[config.mk]
export PLATFORM = sky130hd
export DESIGN_NAME = cache_control_flat
export DESIGN_NICKNAME = d
export VERILOG_FILES = /design/src/rtl/cache_control_if.sv /design/src/rtl/cache_control.sv /design/src/flat_wrapper.sv
export SDC_FILE = /design/constraint.sdc
export NUM_CORES = 1
export LEC_CHECK = 0
export ABC_AREA = 1
export CAP_MARGIN = 40
export CORE_ASPECT_RATIO = 0.6
export CORE_MARGIN = 1
export CORE_UTILIZATION = 37
export DETAILED_ROUTE_END_ITERATION = 6
export SLEW_MARGIN = 20
export SYNTH_ARGS = -nofsm -noshare
export SYNTH_HDL_FRONTEND = slang
export SYNTH_SLANG_ARGS = --single-unit
[constraint.sdc]
create_clock -name clk -period 2.2 [get_ports clk]
set_input_delay 0.33 -clock clk [delete_from_list [all_inputs] [get_ports clk]]
set_output_delay 0.33 -clock clk [all_outputs]
set_load 0.02 [all_outputs]
[src/rtl/cache_control_if.sv]
// CPU/datapath/arbiter signal bundle for the two-way cache controller.
// state is a debug view of the controller FSM: 0 = IDLE, 1 = WRITEBACK, 2 = ALLOCATE.
interface cache_control_if;
    logic        mem_read;
    logic        mem_write;
    logic        mem_resp;
    logic        hit;
    logic        comp0_out;
    logic        comp1_out;
    logic        vba0_out;
    logic        vba1_out;
    logic        dba0_out;
    logic        dba1_out;
    logic        lru_out;
    logic        va0_w;
    logic        va1_w;
    logic        ta0_w;
    logic        ta1_w;
    logic        da0_w;
    logic        da1_w;
    logic        dba0_w;
    logic        dba1_w;
    logic        la_w;
    logic        lru_in;
    logic        dba_in;
    logic        datamux_sel;
    logic        dawmux_sel;
    logic [1:0]  addrmux_sel;
    logic        arb_mem_read;
    logic        arb_mem_write;
    logic        arb_mem_resp;
    logic [15:0] hit_count;
    logic [15:0] miss_count;
    logic [1:0]  state;

    // Handshakes: the CPU holds mem_read/mem_write until mem_resp; the controller
    // holds arb_mem_read/arb_mem_write until arb_mem_resp and never aborts them.
    modport master (
        output mem_read, mem_write, hit, comp0_out, comp1_out, vba0_out, vba1_out,
               dba0_out, dba1_out, lru_out, arb_mem_resp,
        input  mem_resp, va0_w, va1_w, ta0_w, ta1_w, da0_w, da1_w, dba0_w, dba1_w,
               la_w, lru_in, dba_in, datamux_sel, dawmux_sel, addrmux_sel,
               arb_mem_read, arb_mem_write, hit_count, miss_count, state
    );

    modport slave (
        input  mem_read, mem_write, hit, comp0_out, comp1_out, vba0_out, vba1_out,
               dba0_out, dba1_out, lru_out, arb_mem_resp,
        output mem_resp, va0_w, va1_w, ta0_w, ta1_w, da0_w, da1_w, dba0_w, dba1_w,
               la_w, lru_in, dba_in, datamux_sel, dawmux_sel, addrmux_sel,
               arb_mem_read, arb_mem_write, hit_count, miss_count, state
    );
endinterface

[src/rtl/cache_control.sv]
// Two-way write-back cache controller: single-cycle hits, optional writeback of a
// dirty victim, then a line fill; saturating hit/miss counters.
module cache_control (
    input logic            clk,
    input logic            reset,
    cache_control_if.slave bus
);
    typedef enum logic [1:0] {
        IDLE      = 2'd0,
        WRITEBACK = 2'd1,
        ALLOCATE  = 2'd2
    } state_t;

    state_t state_q;
    state_t state_d;
    logic   victim_q;
    logic   req;
    logic   hitway;
    logic   victim_dirty;
    logic   hit_event;
    logic   miss_event;

    assign req          = bus.mem_read | bus.mem_write;
    assign hitway       = bus.vba1_out & bus.comp1_out;
    assign victim_dirty = bus.lru_out ? (bus.vba1_out & bus.dba1_out)
                                      : (bus.vba0_out & bus.dba0_out);
    assign hit_event    = (state_q == IDLE) && req && bus.hit;
    assign miss_event   = (state_q == IDLE) && req && !bus.hit;
    assign bus.state    = state_q;

    always_ff @(posedge clk or posedge reset) begin
        if (reset) begin
            state_q        <= IDLE;
            victim_q       <= 1'b0;
            bus.hit_count  <= 16'd0;
            bus.miss_count <= 16'd0;
        end else begin
            state_q <= state_d;
            if (miss_event) begin
                victim_q <= bus.lru_out;
            end
            if (hit_event && bus.hit_count != 16'hFFFF) begin
                bus.hit_count <= bus.hit_count + 16'd1;
            end
            if (miss_event && bus.miss_count != 16'hFFFF) begin
                bus.miss_count <= bus.miss_count + 16'd1;
            end
        end
    end

    // Outputs are gated by reset so an in-flight arbiter request drops without a clock edge.
    always_comb begin
        state_d          = state_q;
        bus.mem_resp     = 1'b0;
        bus.va0_w        = 1'b0;
        bus.va1_w        = 1'b0;
        bus.ta0_w        = 1'b0;
        bus.ta1_w        = 1'b0;
        bus.da0_w        = 1'b0;
        bus.da1_w        = 1'b0;
        bus.dba0_w       = 1'b0;
        bus.dba1_w       = 1'b0;
        bus.la_w         = 1'b0;
        bus.lru_in       = 1'b0;
        bus.dba_in       = 1'b0;
        bus.datamux_sel  = 1'b0;
        bus.dawmux_sel   = 1'b0;
        bus.addrmux_sel  = 2'd0;
        bus.arb_mem_read = 1'b0;
        bus.arb_mem_write = 1'b0;
        if (!reset) begin
            case (state_q)
                IDLE: begin
                    if (req && bus.hit) begin
                        bus.mem_resp    = 1'b1;
                        bus.datamux_sel = hitway;
                        bus.la_w        = 1'b1;
                        bus.lru_in      = ~hitway;
                        if (bus.mem_write) begin
                            bus.dawmux_sel = 1'b0;
                            bus.da0_w      = ~hitway;
                            bus.da1_w      = hitway;
                            bus.dba0_w     = ~hitway;
                            bus.dba1_w     = hitway;
                            bus.dba_in     = 1'b1;
                        end
                    end else if (req) begin
                        state_d = victim_dirty ? WRITEBACK : ALLOCATE;
                    end
                end
                WRITEBACK: begin
                    bus.arb_mem_write = 1'b1;
                    bus.datamux_sel   = victim_q;
                    bus.addrmux_sel   = victim_q ? 2'd2 : 2'd1;
                    if (bus.arb_mem_resp) begin
                        state_d = ALLOCATE;
                    end
                end
                ALLOCATE: begin
                    bus.arb_mem_read = 1'b1;
                    bus.addrmux_sel  = 2'd0;
                    if (bus.arb_mem_resp) begin
                        // Fill the victim way with a clean, valid line.
                        bus.dawmux_sel = 1'b1;
                        bus.da0_w      = ~victim_q;
                        bus.da1_w      = victim_q;
                        bus.ta0_w      = ~victim_q;
                        bus.ta1_w      = victim_q;
                        bus.va0_w      = ~victim_q;
                        bus.va1_w      = victim_q;
                        bus.dba0_w     = ~victim_q;
                        bus.dba1_w     = victim_q;
                        bus.dba_in     = 1'b0;
                        state_d        = IDLE;
                    end
                end
                default: state_d = IDLE;
            endcase
        end
    end
endmodule

[src/flat_wrapper.sv]
// flat-port wrapper written by rule: the top's interface ports become plain ports
module cache_control_flat 
  (clk, reset, bus_mem_read, bus_mem_write, bus_hit, bus_comp0_out, bus_comp1_out, bus_vba0_out, bus_vba1_out, bus_dba0_out, bus_dba1_out, bus_lru_out, bus_arb_mem_resp, bus_mem_resp, bus_va0_w, bus_va1_w, bus_ta0_w, bus_ta1_w, bus_da0_w, bus_da1_w, bus_dba0_w, bus_dba1_w, bus_la_w, bus_lru_in, bus_dba_in, bus_datamux_sel, bus_dawmux_sel, bus_addrmux_sel, bus_arb_mem_read, bus_arb_mem_write, bus_hit_count, bus_miss_count, bus_state);
  cache_control_if bus_i ();
  input logic clk;
  input logic reset;
  input wire logic [$bits(bus_i.mem_read)-1:0] bus_mem_read;
  input wire logic [$bits(bus_i.mem_write)-1:0] bus_mem_write;
  input wire logic [$bits(bus_i.hit)-1:0] bus_hit;
  input wire logic [$bits(bus_i.comp0_out)-1:0] bus_comp0_out;
  input wire logic [$bits(bus_i.comp1_out)-1:0] bus_comp1_out;
  input wire logic [$bits(bus_i.vba0_out)-1:0] bus_vba0_out;
  input wire logic [$bits(bus_i.vba1_out)-1:0] bus_vba1_out;
  input wire logic [$bits(bus_i.dba0_out)-1:0] bus_dba0_out;
  input wire logic [$bits(bus_i.dba1_out)-1:0] bus_dba1_out;
  input wire logic [$bits(bus_i.lru_out)-1:0] bus_lru_out;
  input wire logic [$bits(bus_i.arb_mem_resp)-1:0] bus_arb_mem_resp;
  output wire logic [$bits(bus_i.mem_resp)-1:0] bus_mem_resp;
  output wire logic [$bits(bus_i.va0_w)-1:0] bus_va0_w;
  output wire logic [$bits(bus_i.va1_w)-1:0] bus_va1_w;
  output wire logic [$bits(bus_i.ta0_w)-1:0] bus_ta0_w;
  output wire logic [$bits(bus_i.ta1_w)-1:0] bus_ta1_w;
  output wire logic [$bits(bus_i.da0_w)-1:0] bus_da0_w;
  output wire logic [$bits(bus_i.da1_w)-1:0] bus_da1_w;
  output wire logic [$bits(bus_i.dba0_w)-1:0] bus_dba0_w;
  output wire logic [$bits(bus_i.dba1_w)-1:0] bus_dba1_w;
  output wire logic [$bits(bus_i.la_w)-1:0] bus_la_w;
  output wire logic [$bits(bus_i.lru_in)-1:0] bus_lru_in;
  output wire logic [$bits(bus_i.dba_in)-1:0] bus_dba_in;
  output wire logic [$bits(bus_i.datamux_sel)-1:0] bus_datamux_sel;
  output wire logic [$bits(bus_i.dawmux_sel)-1:0] bus_dawmux_sel;
  output wire logic [$bits(bus_i.addrmux_sel)-1:0] bus_addrmux_sel;
  output wire logic [$bits(bus_i.arb_mem_read)-1:0] bus_arb_mem_read;
  output wire logic [$bits(bus_i.arb_mem_write)-1:0] bus_arb_mem_write;
  output wire logic [$bits(bus_i.hit_count)-1:0] bus_hit_count;
  output wire logic [$bits(bus_i.miss_count)-1:0] bus_miss_count;
  output wire logic [$bits(bus_i.state)-1:0] bus_state;
  assign bus_i.mem_read = bus_mem_read;
  assign bus_i.mem_write = bus_mem_write;
  assign bus_i.hit = bus_hit;
  assign bus_i.comp0_out = bus_comp0_out;
  assign bus_i.comp1_out = bus_comp1_out;
  assign bus_i.vba0_out = bus_vba0_out;
  assign bus_i.vba1_out = bus_vba1_out;
  assign bus_i.dba0_out = bus_dba0_out;
  assign bus_i.dba1_out = bus_dba1_out;
  assign bus_i.lru_out = bus_lru_out;
  assign bus_i.arb_mem_resp = bus_arb_mem_resp;
  assign bus_mem_resp = bus_i.mem_resp;
  assign bus_va0_w = bus_i.va0_w;
  assign bus_va1_w = bus_i.va1_w;
  assign bus_ta0_w = bus_i.ta0_w;
  assign bus_ta1_w = bus_i.ta1_w;
  assign bus_da0_w = bus_i.da0_w;
  assign bus_da1_w = bus_i.da1_w;
  assign bus_dba0_w = bus_i.dba0_w;
  assign bus_dba1_w = bus_i.dba1_w;
  assign bus_la_w = bus_i.la_w;
  assign bus_lru_in = bus_i.lru_in;
  assign bus_dba_in = bus_i.dba_in;
  assign bus_datamux_sel = bus_i.datamux_sel;
  assign bus_dawmux_sel = bus_i.dawmux_sel;
  assign bus_addrmux_sel = bus_i.addrmux_sel;
  assign bus_arb_mem_read = bus_i.arb_mem_read;
  assign bus_arb_mem_write = bus_i.arb_mem_write;
  assign bus_hit_count = bus_i.hit_count;
  assign bus_miss_count = bus_i.miss_count;
  assign bus_state = bus_i.state;
  cache_control u_core (.clk(clk), .reset(reset), .bus(bus_i));
endmodule
# [Word-level counts from Yosys, hierarchy flattened]
# Index checks and enable logic that the tools add are counted.
[word_totals] register_bits=35 inputBits=13 out_inout_bits=52 wordCells=74
[classes] n_addsub=2 bitwise_logic=7 n_reduce_logical=9 eq_ne=8 muxes=44
[op_table] operator="$add 16x1->16 const B" n=2
[op_table] operator="$mux 1" n=32
[op_table] operator="$ne 16x16->1 const B" n=2
[op_table] operator="$mux 2" n=8
[op_table] operator="$logic_and 1x1->1" n=6
[op_table] operator="$ne 2x2->1 const B" n=3
[op_table] operator="$pmux 1 s2" n=3
[op_table] operator="$pmux 2 s3" n=1
[op_table] operator="$reduce_and 5->1" n=1
[op_table] operator="$and 1x1->1" n=3
[op_table] operator="$not 1->1" n=3
[op_table] operator="$eq 2x1->1 const B" n=1
[op_table] operator="$eq 2x2->1 const B" n=1
[op_table] operator="$logic_not 2->1" n=1
[op_table] operator="$ne 2x1->1 const B" n=1
[op_table] operator="$logic_not 1->1" n=1
[op_table] operator="$or 1x1->1" n=1

# [Depth between registers and ports, before layout]
# Gate-level depths: netlist of the first run.
[logic_depth] ltp_word=6 mapped_depth=9

# [Worst setup path before layout of the first run]
# OpenSTA, ideal clock, no wires.
[synth_path] kind="reg-to-output" startpoint="reg u_core.state_q[0], in the netlist u_core.bus.state[0]" endpoint="out bus_dba1_w" t_arrival_ns=1.591 path_stages_with_launch=7 n_path_buf=1 t_required_ns=1.870 setup_slack_ns=0.279 cell_sequence="dfrtp_1 > nor2_4 > nand3_4 > nor2_1 > nand2_1 > a21oi_1 > buf_4"
[synth_between] elab_chain_len=3 word_cells_on_any_way=4
[synth_lines] element="start, declared" line="cache_control.sv:14" text="state_t state_q;"
[synth_lines] element="start signal, assigned" line="cache_control.sv:38" text="state_q <= state_d;"
[synth_lines] element="$eq 2x2->1 / $logic_not 2->1 (equally long branches)"
[synth_lines] element="$pmux 1 s2 (*)"
[synth_lines] element="$mux 1 (*)"
[synth_lines] element="end, declared" line="flat_wrapper.sv:26" text="output wire logic [$bits(bus_i.dba1_w)-1:0] bus_dba1_w;"
# Every way passes the cells marked *; elsewhere a longest branch is shown, timed or not.

# [Worst setup path after layout of the first run]
[layout_path] startpoint="in reset" endpoint="out bus_dawmux_sel"
[layout_between] elab_chain_len=1
[layout_lines] element="start, declared" line="flat_wrapper.sv:6" text="input logic reset;"
[layout_lines] element="$mux 1" line="cache_control.sv:71" text="if (!reset) begin"
[layout_lines] element="end, declared" line="flat_wrapper.sv:31" text="output wire logic [$bits(bus_i.dawmux_sel)-1:0] bus_dawmux_sel;"
# No other way between the ends.

==> results of run 1 <==
==> worst reg2reg max path, cell delays in order (launching register included) <==
cell and delay (ns):
dfrtp_1 0.45, ha_1 0.29, nand3_2 0.14, inv_2 0.07
nand2_2 0.07, nor2_4 0.04, nor2_4 0.34, nand2_1 0.13
o21ai_2 0.08
==> where the power goes <==
part / switching [mW] / leakage (nW) / internal, mW
sequential: 0.224 / 0.466 / 0.790
clock: 0.265 / 0.0474 / 0.256
combinational: 0.749 / 1.00 / 0.558
==> cell usage after synthesis <==
cell type  instances  area [um^2]
nand2_2            7         43.8
nand3_1           20          100
inv_1             40          150
clkbuf_1           1         3.75
o21ai_2            9         78.8
nand2_1          134          503
nor3_1             4         20.0
a21oi_1            3         15.0
buf_4              5         37.5
nand3_4            1         17.5
xnor2_1            6         52.6
nor3b_1            1         7.51
ha_1               2         25.0
nand3b_1           2         15.0
nand4_1            9         56.3
nand3_2            2         20.0
nor2_2             3         18.8
buf_6              3         33.8
inv_2              2         7.51
nor2_1            36          135
nand4_2            1         12.5
nand2_4            1         11.3
o21ai_0           14         70.1
xor2_1             3         26.3
nor2_4             7         78.8
dfrtp_1           35          876
a21o_1             1         7.51
o21ai_1            1         5.00
==> cell type report <==
class | instances | area, um^2
Multi-Input combinational cell | 267 | 1320
Tap cell | 84 | 105
Clock buffer | 6 | 82.6
Clock inverter | 2 | 16.3
Timing Repair Buffer | 75 | 701
Fill cell | 631 | 2960
Inverter | 42 | 158
Sequential cell | 35 | 876
==> state kept, by name, indices dropped and copies added (netlist names) <==
signal / cells
u_core.bus.miss_count: 16
u_core.bus.hit_count: 16
u_core.bus.state: 2
u_core.victim_q: 1
==> kinds of logic after synthesis <==
| logic type | count (synthesis) | synth area share |
|---|---|---|
| compound gates | 28 | 0.0726 |
| buf+inv | 51 | 0.0958 |
| simple gates | 228 | 0.428 |
| flops | 35 | 0.361 |
| fa+ha+maj | 2 | 0.0103 |
| xor+xnor | 9 | 0.0325 |
==> layout by cell type, fill, tap and decap left out, types with 9 or more instances in the layout <==
master	n
nand2_1	134
clkdlybuf4s50_1	48
inv_1	40
nor2_1	36
dfrtp_1	35
nand3_1	20
o21ai_0	14
buf_4	12
dlygate4sd2_1	10
nand4_1	9
o21ai_2	9
==> through the flow <==
stage,hold WS [ns],utilization,instances,setup TNS (ns)
after global routing,0.579,0.524,511,0
after floorplan,0.451,-,353,0
after global placement,0.520,0.511,503,-1.03
after CTS,0.555,0.524,511,0
final,0.550,0.524,511,0
after detailed placement,0.534,0.511,503,-1.15
==> final timing paths <==
| kind | startpoint | end | slack [ns] | depth (start not counted) |
|---|---|---|---|---|
| max | reset | bus_dawmux_sel | 0.07 | 4 |
| min | u_core.bus.hit_count[8] | u_core.bus.hit_count[8] | 0.55 | 1 |
| max reg2reg | u_core.bus.miss_count[0] | u_core.bus.miss_count[3] | 0.52 | 8 |
| min reg2reg | u_core.bus.hit_count[8] | u_core.bus.hit_count[8] | 0.55 | 1 |
| max in group asynchronous | reset | u_core.bus.hit_count[14] | 1.17 | 4 |
| min in group asynchronous | reset | u_core.bus.hit_count[13] | 0.70 | 4 |
==> per-layer routing <==
| metal | global-route usage | vias to the layer above | routed length (um) |
|---|---|---|---|
| met2 | 0.303 | 78 | 2520 |
| met1 | 0.292 | 1093 | 3370 |
| li1 | - | 1249 | - |
| met5 | 0 | - | 0 |
| met4 | 0.0514 | 0 | 29 |
| met3 | 0.0412 | 2 | 471 |
==> timing repair <==
item | 4_1_cts | 5_1_grt
pin swaps | 0 | 0
endpoints found under the hold margin | 0 | 0
resized for setup | 14 | 7
endpoints found under the setup margin | 14 | 5
==> flow_metrics.py, run 1 <==
metrics = {
    "routing": {
        "wl_mm": 6.39,
        "first_pass_iters": 4,
        "ant_nets": 0,
        "via_per_inst": 4.74,
        "via_count": 2422,
        "drc": 0,
        "drt_iter0_drc": 167,
        "post_drt_wl_per_cell_um": 12.5,
    },
    "clocking": {
        "htree_levels": 2,
        "clockBufferDepth": 2,
        "cts_setup_buffers": 0,
        "root_buffer": "clkbuf_8",
        "holdBufCountCts": 0,
        "clk_pin_slew_ns": 0.09,
        "clk_latency_ns": 0.30,
        "cts.sinks": 35,
        "cts_made_buffers": 5,
        "cts_tree": "yes",
    },
    "worst_setup_path": {
        "path_class": "in2out",
        "cp_cell_sequence": "clkdlybuf4s50_1 -> buf_4 -> nor3_1 -> clkdlybuf4s50_1",
        "required_ns": 1.87,
        "path_delay_family": "buffers and inverters",
        "max_stage_delay_ns": 0.65,
        "critPathBufInv": 3,
        "start_kind": "primary input",
        "crit_path_frequent_cell": "clkdlybuf4s50_1",
        "arrival_ns": 1.80,
        "endpoint_kind": "primary output",
        "worstPathMaxFanout": 4,
        "crit_path_top_delay_cell": "clkdlybuf4s50_1",
    },
    "sta": {
        "setup_ws_ns": 0.0700,
        "final.min_clock_period_ns": 2.13,
        "min_period_over_period": 0.968,
        "hold_violations": 0,
        "max_slew_margin": 0.685,
        "fin_skew_ns": 0.0119,
        "max_freq_mhz": 469,
        "grt_setup_unrepaired": "no",
        "tightest_slew_ns": 0.473,
        "finalSetupViolCount": 0,
        "final_max_slew_viol_count": 0,
    },
    "pwr": {
        "ir_drop_v": 0.000498,
        "powerDensity_nw_per_um2": 872,
        "finalPower_mw": 2.84,
        "power_leakage_nw": 1.51,
    },
    "yosys": {
        "synthesis.instances": 353,
        "ys_ff_latch": 35,
        "syn_area_per_cell_um2": 6.88,
        "synth.distinct_cells": 28,
        "ys.warnings.count": 0,
        "seq_area_frac_synth": 0.361,
        "synth.cell_area_um2": 2430,
        "syn_nets": 368,
    },
    "global_route": {
        "grt_pass1_vias": 2230,
        "overflow": 0,
        "grt_usage": 0.201,
        "grt_pass1_wl_mm": 10.8,
        "antenna_found_initial": 0,
        "grt_max_degree": 38,
    },
    "placement": {
        "placed_cell_area_um2": 3180,
        "gp_congestion": 0.813,
        "hpwl_mm": 4.93,
        "io_buffer_count": 63,
        "dp_worst_setup_slack_ns": -0.188,
    },
    "run_status": {
        "status": "finished, final reports clean",
    },
    "layout": {
        "layout-drive-gt1-share": 0.129,
        "syn_to_final_growth_pct": 34.2,
        "antennaDiodeCount": 0,
        "stdcell_area_um2": 3260,
        "final_nets": 441,
    },
    "floorplanning": {
        "initial_utilization": 0.390,
        "coreArea_um2": 6220,
        "fp.dieH_um": 64.8,
        "die_x_um": 107,
        "dieArea_um2": 6900,
        "core.rowCount": 22,
        "ios": 65,
    },
    "job": {
        "cap_violations": 0,
    },
    "worst_hold_path": {
        "hp-class": "reg2reg",
    },
}
Power figures use the tool's default switching activity.
==> run 2: changes to the inputs <==
--- a/config.mk
+++ b/config.mk
@@ -9,8 +9,9 @@
 export CAP_MARGIN = 40
 export CORE_ASPECT_RATIO = 0.6
 export CORE_MARGIN = 1
-export CORE_UTILIZATION = 37
+export CORE_UTILIZATION = 53
 export DETAILED_ROUTE_END_ITERATION = 6
+export PLACE_DENSITY = 0.86
 export SLEW_MARGIN = 20
 export SYNTH_ARGS = -nofsm -noshare
 export SYNTH_HDL_FRONTEND = slang
==> flow_metrics.py, run 2 (synthesis gave the netlist of run 1 again) <==
metrics = {
    "routing": {
        "post_drt_wl_per_cell_um": 13.1,
        "ant_nets": 0,
        "drt_iter0_drc": 120,
        "wl_mm": 6.33,
        "via_count": 2539,
        "via_per_inst": 5.24,
        "drc": 0,
        "first_pass_iters": 5,
    },
    "clocking": {
        "clk_latency_ns": 0.29,
        "htree_levels": 2,
        "cts_setup_buffers": 0,
        "cts_made_buffers": 5,
        "clk_pin_slew_ns": 0.07,
        "clockBufferDepth": 2,
        "root_buffer": "clkbuf_8",
        "cts.sinks": 35,
        "holdBufCountCts": 0,
        "cts_tree": "yes",
    },
    "global_route": {
        "grt_pass1_vias": 2240,
        "grt_max_degree": 38,
        "antenna_found_initial": 0,
        "overflow": 0,
        "grt_pass1_wl_mm": 10.1,
        "grt_usage": 0.278,
    },
    "placement": {
        "dp_cells": 477,
        "placed_cell_area_um2": 3130,
        "io_buffer_count": 63,
        "gp_congestion": 0.836,
        "hpwl_mm": 4.70,
    },
    "sta": {
        "hold_violations": 0,
        "whs_ns": 0.558,
        "min_period_over_period": 0.959,
        "final_max_slew_viol_count": 0,
        "max_freq_mhz": 474,
        "tightest_slew_ns": 0.477,
        "grt_setup_unrepaired": "yes",
        "fin_skew_ns": 0.00961,
        "max_slew_margin": 0.682,
        "final.min_clock_period_ns": 2.11,
        "setup_tns_ns": 0,
        "finalSetupViolCount": 0,
    },
    "floorplanning": {
        "fp.dieH_um": 54.4,
        "die_x_um": 89.4,
        "ios": 65,
        "coreArea_um2": 4260,
        "core.rowCount": 18,
        "dieArea_um2": 4870,
        "initial_utilization": 0.571,
    },
    "worst_setup_path": {
        "r2r-start": "u_core.bus.miss_count[0]",
        "r2r_setup_slack_ns": 0.49,
        "ff2ff_path_depth": 8,
        "r2r_end": "u_core.bus.miss_count[3]",
        "start_kind": "primary input",
        "cp-startpoint": "bus_mem_write",
        "arrival_ns": 1.78,
        "worstPathMaxFanout": 4,
        "path_class": "in2out",
        "endpoint": "bus_da1_w",
        "required_ns": 1.87,
        "endpoint_kind": "primary output",
    },
    "layout": {
        "regArea_um2": 876,
        "final_cell_mix": "nand2_1 (134), clkdlybuf4s50_1 (47), inv_1 (40), nor2_1 (36), dfrtp_1 (35)",
        "multiInputGateArea_um2": 1330,
        "syn_to_final_growth_pct": 33.8,
        "final_nets": 439,
        "layout-drive-gt1-share": 0.122,
        "final_cells": 485,
        "final_common_cell": "nand2_1",
        "stdcell_area_um2": 3250,
        "fillers": 334,
        "antennaDiodeCount": 0,
    },
    "run_status": {
        "status": "finished, final reports clean",
    },
    "job": {
        "cap_violations": 0,
    },
    "pwr": {
        "powerDensity_nw_per_um2": 884,
        "power_leakage_nw": 1.60,
        "finalPower_mw": 2.87,
        "ir_drop_v": 0.000644,
    },
    "worst_hold_path": {
        "hp-class": "reg2reg",
    },
}
-- run 2: cell types whose count changed in the layout (fill, tap and decap cells not counted), sizes merged --
| cell | previous run | this run |
|---|---|---|
| dlymetal6s2s | 1 | 7 |
| buf | 12 | 10 |
| clkdlybuf4s15 | 2 | 1 |
| dlygate4sd2 | 10 | 8 |
| clkinv | 1 | 0 |
| clkdlybuf4s50 | 48 | 47 |
| clkbuf | 8 | 7 |
-- run 2: critical path, cell delays in order --
cell and delay, ns:
clkdlybuf4s50_1 0.49, inv_1 0.06, nand2_1 0.09, nand3_4 0.09
nor2_1 0.15, nand2_1 0.07, a21oi_1 0.15, dlygate4sd2_1 0.36
-- run 2: timing repair --
item                       4_1_cts  5_1_grt
resized for setup               10        8
hold endpoints to repair         0        0
cloned                           0        0
setup endpoints to repair       10       12
-- run 2: layout make-up --
cell class,instances,area share
clock inverters,1,0.00231
inverters,42,0.0485
repair buffers,73,0.219
multi-input cells,267,0.408
well taps,60,0.0231
flip-flops and latches,35,0.269
clock buffers,7,0.0296
-- run 2: layer usage --
layer  global-route usage  up-vias  part of all wire
li1                     -     1245                 -
met1                0.392     1191              0.48
met3               0.0543        8             0.078
met4               0.0556        0            0.0084
met2                0.450       95              0.43
met5                    0        -                 0
-- run 2: where the power goes --
group / total, mW / switching (mW) / internal, mW
registers: 1.02 / 0.229 / 0.790
clock network: 0.540 / 0.254 / 0.285
logic: 1.31 / 0.751 / 0.562
total: 2.87 / 1.24 / 1.64
-- run 2: worst min path at each step --
stage / from / cells after the start / end
finish: u_core.bus.hit_count[10] / 2 / u_core.bus.hit_count[10]
global route: u_core.bus.hit_count[8] / 1 / u_core.bus.hit_count[8]
detailed placement: u_core.bus.hit_count[8] / 1 / u_core.bus.hit_count[8]
floorplan: bus_lru_out / 2 / u_core.victim_q
CTS: u_core.bus.hit_count[8] / 1 / u_core.bus.hit_count[8]
global placement: u_core.bus.hit_count[15] / 2 / u_core.bus.hit_count[15]
-- run 2: per-stage QoR --
step | worst slack (ns) | util
after floorplan | 0.279 | -
after global placement | -0.159 | 0.736
after detailed placement | -0.195 | 0.736
after CTS | 0.000290 | 0.759
after global routing | -0.00646 | 0.764
final | 0.0897 | 0.764
==> run 3: changes to the inputs <==
--- a/config.mk
+++ b/config.mk
@@ -8,7 +8,7 @@
 export ABC_AREA = 1
 export CAP_MARGIN = 40
 export CORE_ASPECT_RATIO = 0.6
-export CORE_MARGIN = 1
+export CORE_MARGIN = 2
 export CORE_UTILIZATION = 53
 export DETAILED_ROUTE_END_ITERATION = 6
 export PLACE_DENSITY = 0.86
==> flow_metrics.py, run 3 (synthesis gave the netlist of run 1 again) <==
metrics = {
    "worst_setup_path": {
        "ff2ff_path_depth": 8,
        "endpoint_kind": "primary output",
        "path_class": "in2out",
        "start_kind": "primary input",
        "cp-startpoint": "bus_mem_write",
        "worstPathMaxFanout": 4,
        "required_ns": 1.87,
        "r2r-start": "u_core.bus.miss_count[0]",
        "arrival_ns": 1.75,
    },
    "floorplanning": {
        "dieArea_um2": 5160,
        "initial_utilization": 0.541,
        "core.rowCount": 19,
        "ios": 65,
        "fp.dieH_um": 56.4,
        "coreArea_um2": 4490,
        "die_x_um": 91.4,
    },
    "global_route": {
        "overflow": 0,
        "antenna_found_initial": 0,
        "grt_usage": 0.256,
        "grt_pass1_vias": 2335,
        "grt_pass1_wl_mm": 10.6,
        "grt_max_degree": 38,
    },
    "pwr": {
        "finalPower_mw": 2.76,
        "power_leakage_nw": 1.53,
        "powerDensity_nw_per_um2": 863,
        "ir_drop_v": 0.000587,
    },
    "worst_hold_path": {
        "hp-class": "reg2reg",
        "holdPathStages": 2,
        "hold_start": "u_core.bus.hit_count[15]",
    },
    "placement": {
        "io_buffer_count": 63,
        "placed_cell_area_um2": 3140,
        "dp_worst_setup_slack_ns": -0.201,
        "gp_congestion": 0.872,
        "hpwl_mm": 4.68,
        "dp_cells": 480,
    },
    "run_status": {
        "status": "finished, final reports clean",
    },
    "routing": {
        "ant_nets": 0,
        "drc": 0,
        "via_count": 2475,
        "via_per_inst": 5.07,
        "wl_mm": 6.12,
        "drt_iter0_drc": 196,
        "first_pass_iters": 4,
        "post_drt_wl_per_cell_um": 12.5,
    },
    "sta": {
        "final_max_slew_viol_count": 0,
        "min_period_over_period": 0.947,
        "hold_violations": 0,
        "max_slew_margin": 0.691,
        "setup_ws_ns": 0.116,
        "setup_tns_ns": 0,
        "tightest_slew_ns": 0.463,
        "grt_setup_unrepaired": "no",
        "final.min_clock_period_ns": 2.08,
        "whs_ns": 0.544,
        "finalSetupViolCount": 0,
        "max_freq_mhz": 480,
        "fin_skew_ns": 0.00669,
    },
    "layout": {
        "final_nets": 439,
        "antennaDiodeCount": 0,
        "final_cell_mix": "nand2_1 (134), clkdlybuf4s50_1 (48), inv_1 (40), nor2_1 (36), dfrtp_1 (35)",
        "syn_to_final_growth_pct": 31.8,
        "final_common_cell": "nand2_1",
        "stdcell_area_um2": 3200,
        "layout-drive-gt1-share": 0.122,
        "final_cells": 488,
        "final_util": 0.713,
    },
    "clocking": {
        "cts_made_buffers": 5,
        "cts.sinks": 35,
        "clk_pin_slew_ns": 0.06,
        "htree_levels": 2,
        "cts_tree": "yes",
        "clockBufferDepth": 2,
        "holdBufCountCts": 0,
        "root_buffer": "clkbuf_8",
        "clk_latency_ns": 0.28,
        "cts_setup_buffers": 0,
    },
    "job": {
        "cap_violations": 0,
    },
}
## run 3: cell types whose count changed in the layout (fill, tap and decap cells not counted)
cell / previous run / this run
clkbuf_8: 7 / 5
clkdlybuf4s50_1: 47 / 48
nor3_2: 1 / 0
clkbuf_1: 0 / 2
clkbuf_2: 0 / 3
nor3_1: 3 / 4
clkinv_2: 0 / 1
dlymetal6s2s_1: 7 / 3
clkinvlp_4: 1 / 0
## run 3: power by group
part / internal (mW) / switching [mW] / total, mW
sequential: 0.791 / 0.219 / 1.01
combinational: 0.555 / 0.748 / 1.30
clock: 0.222 / 0.227 / 0.449
total: 1.57 / 1.19 / 2.76
## run 3: layer usage
layer	share of wire	GRT usage	wire length, um
met1	0.48	0.356	2910
met2	0.45	0.403	2740
met3	0.068	0.0577	415
met4	0.0096	0.0758	59
met5	0	0	0
## run 3: path summary, 6_finish.rpt
check,to,slack (ns)
max,bus_lru_in,0.12
min,u_core.bus.hit_count[15],0.54
max reg2reg,u_core.bus.miss_count[3],0.52
min reg2reg,u_core.bus.hit_count[15],0.54
max in group asynchronous,u_core.bus.hit_count[1],1.14
min in group asynchronous,u_core.victim_q,0.74
## run 3: repair_timing
item / in CTS / in global routing
setup endpoints to repair: 13 / 7
gates resized for setup: 12 / 10
pin swaps: 0 / 0
## run 3: critical path, cell delays in order
cell and delay [ns]:
clkdlybuf4s50_1 0.48, inv_1 0.06, nand2_1 0.10, nand3_4 0.09, buf_4 0.15, nor3b_1 0.19, dlygate4sd2_1 0.36
## run 3: area by class of cell
class	count	area (um^2)
Multi-Input combinational cell	267	1320
Fill cell	388	1290
Sequential cell	35	876
Timing Repair Buffer	73	688
Inverter	42	158
Tap cell	63	78.8
Clock buffer	7	76.3
Clock inverter	1	5.00
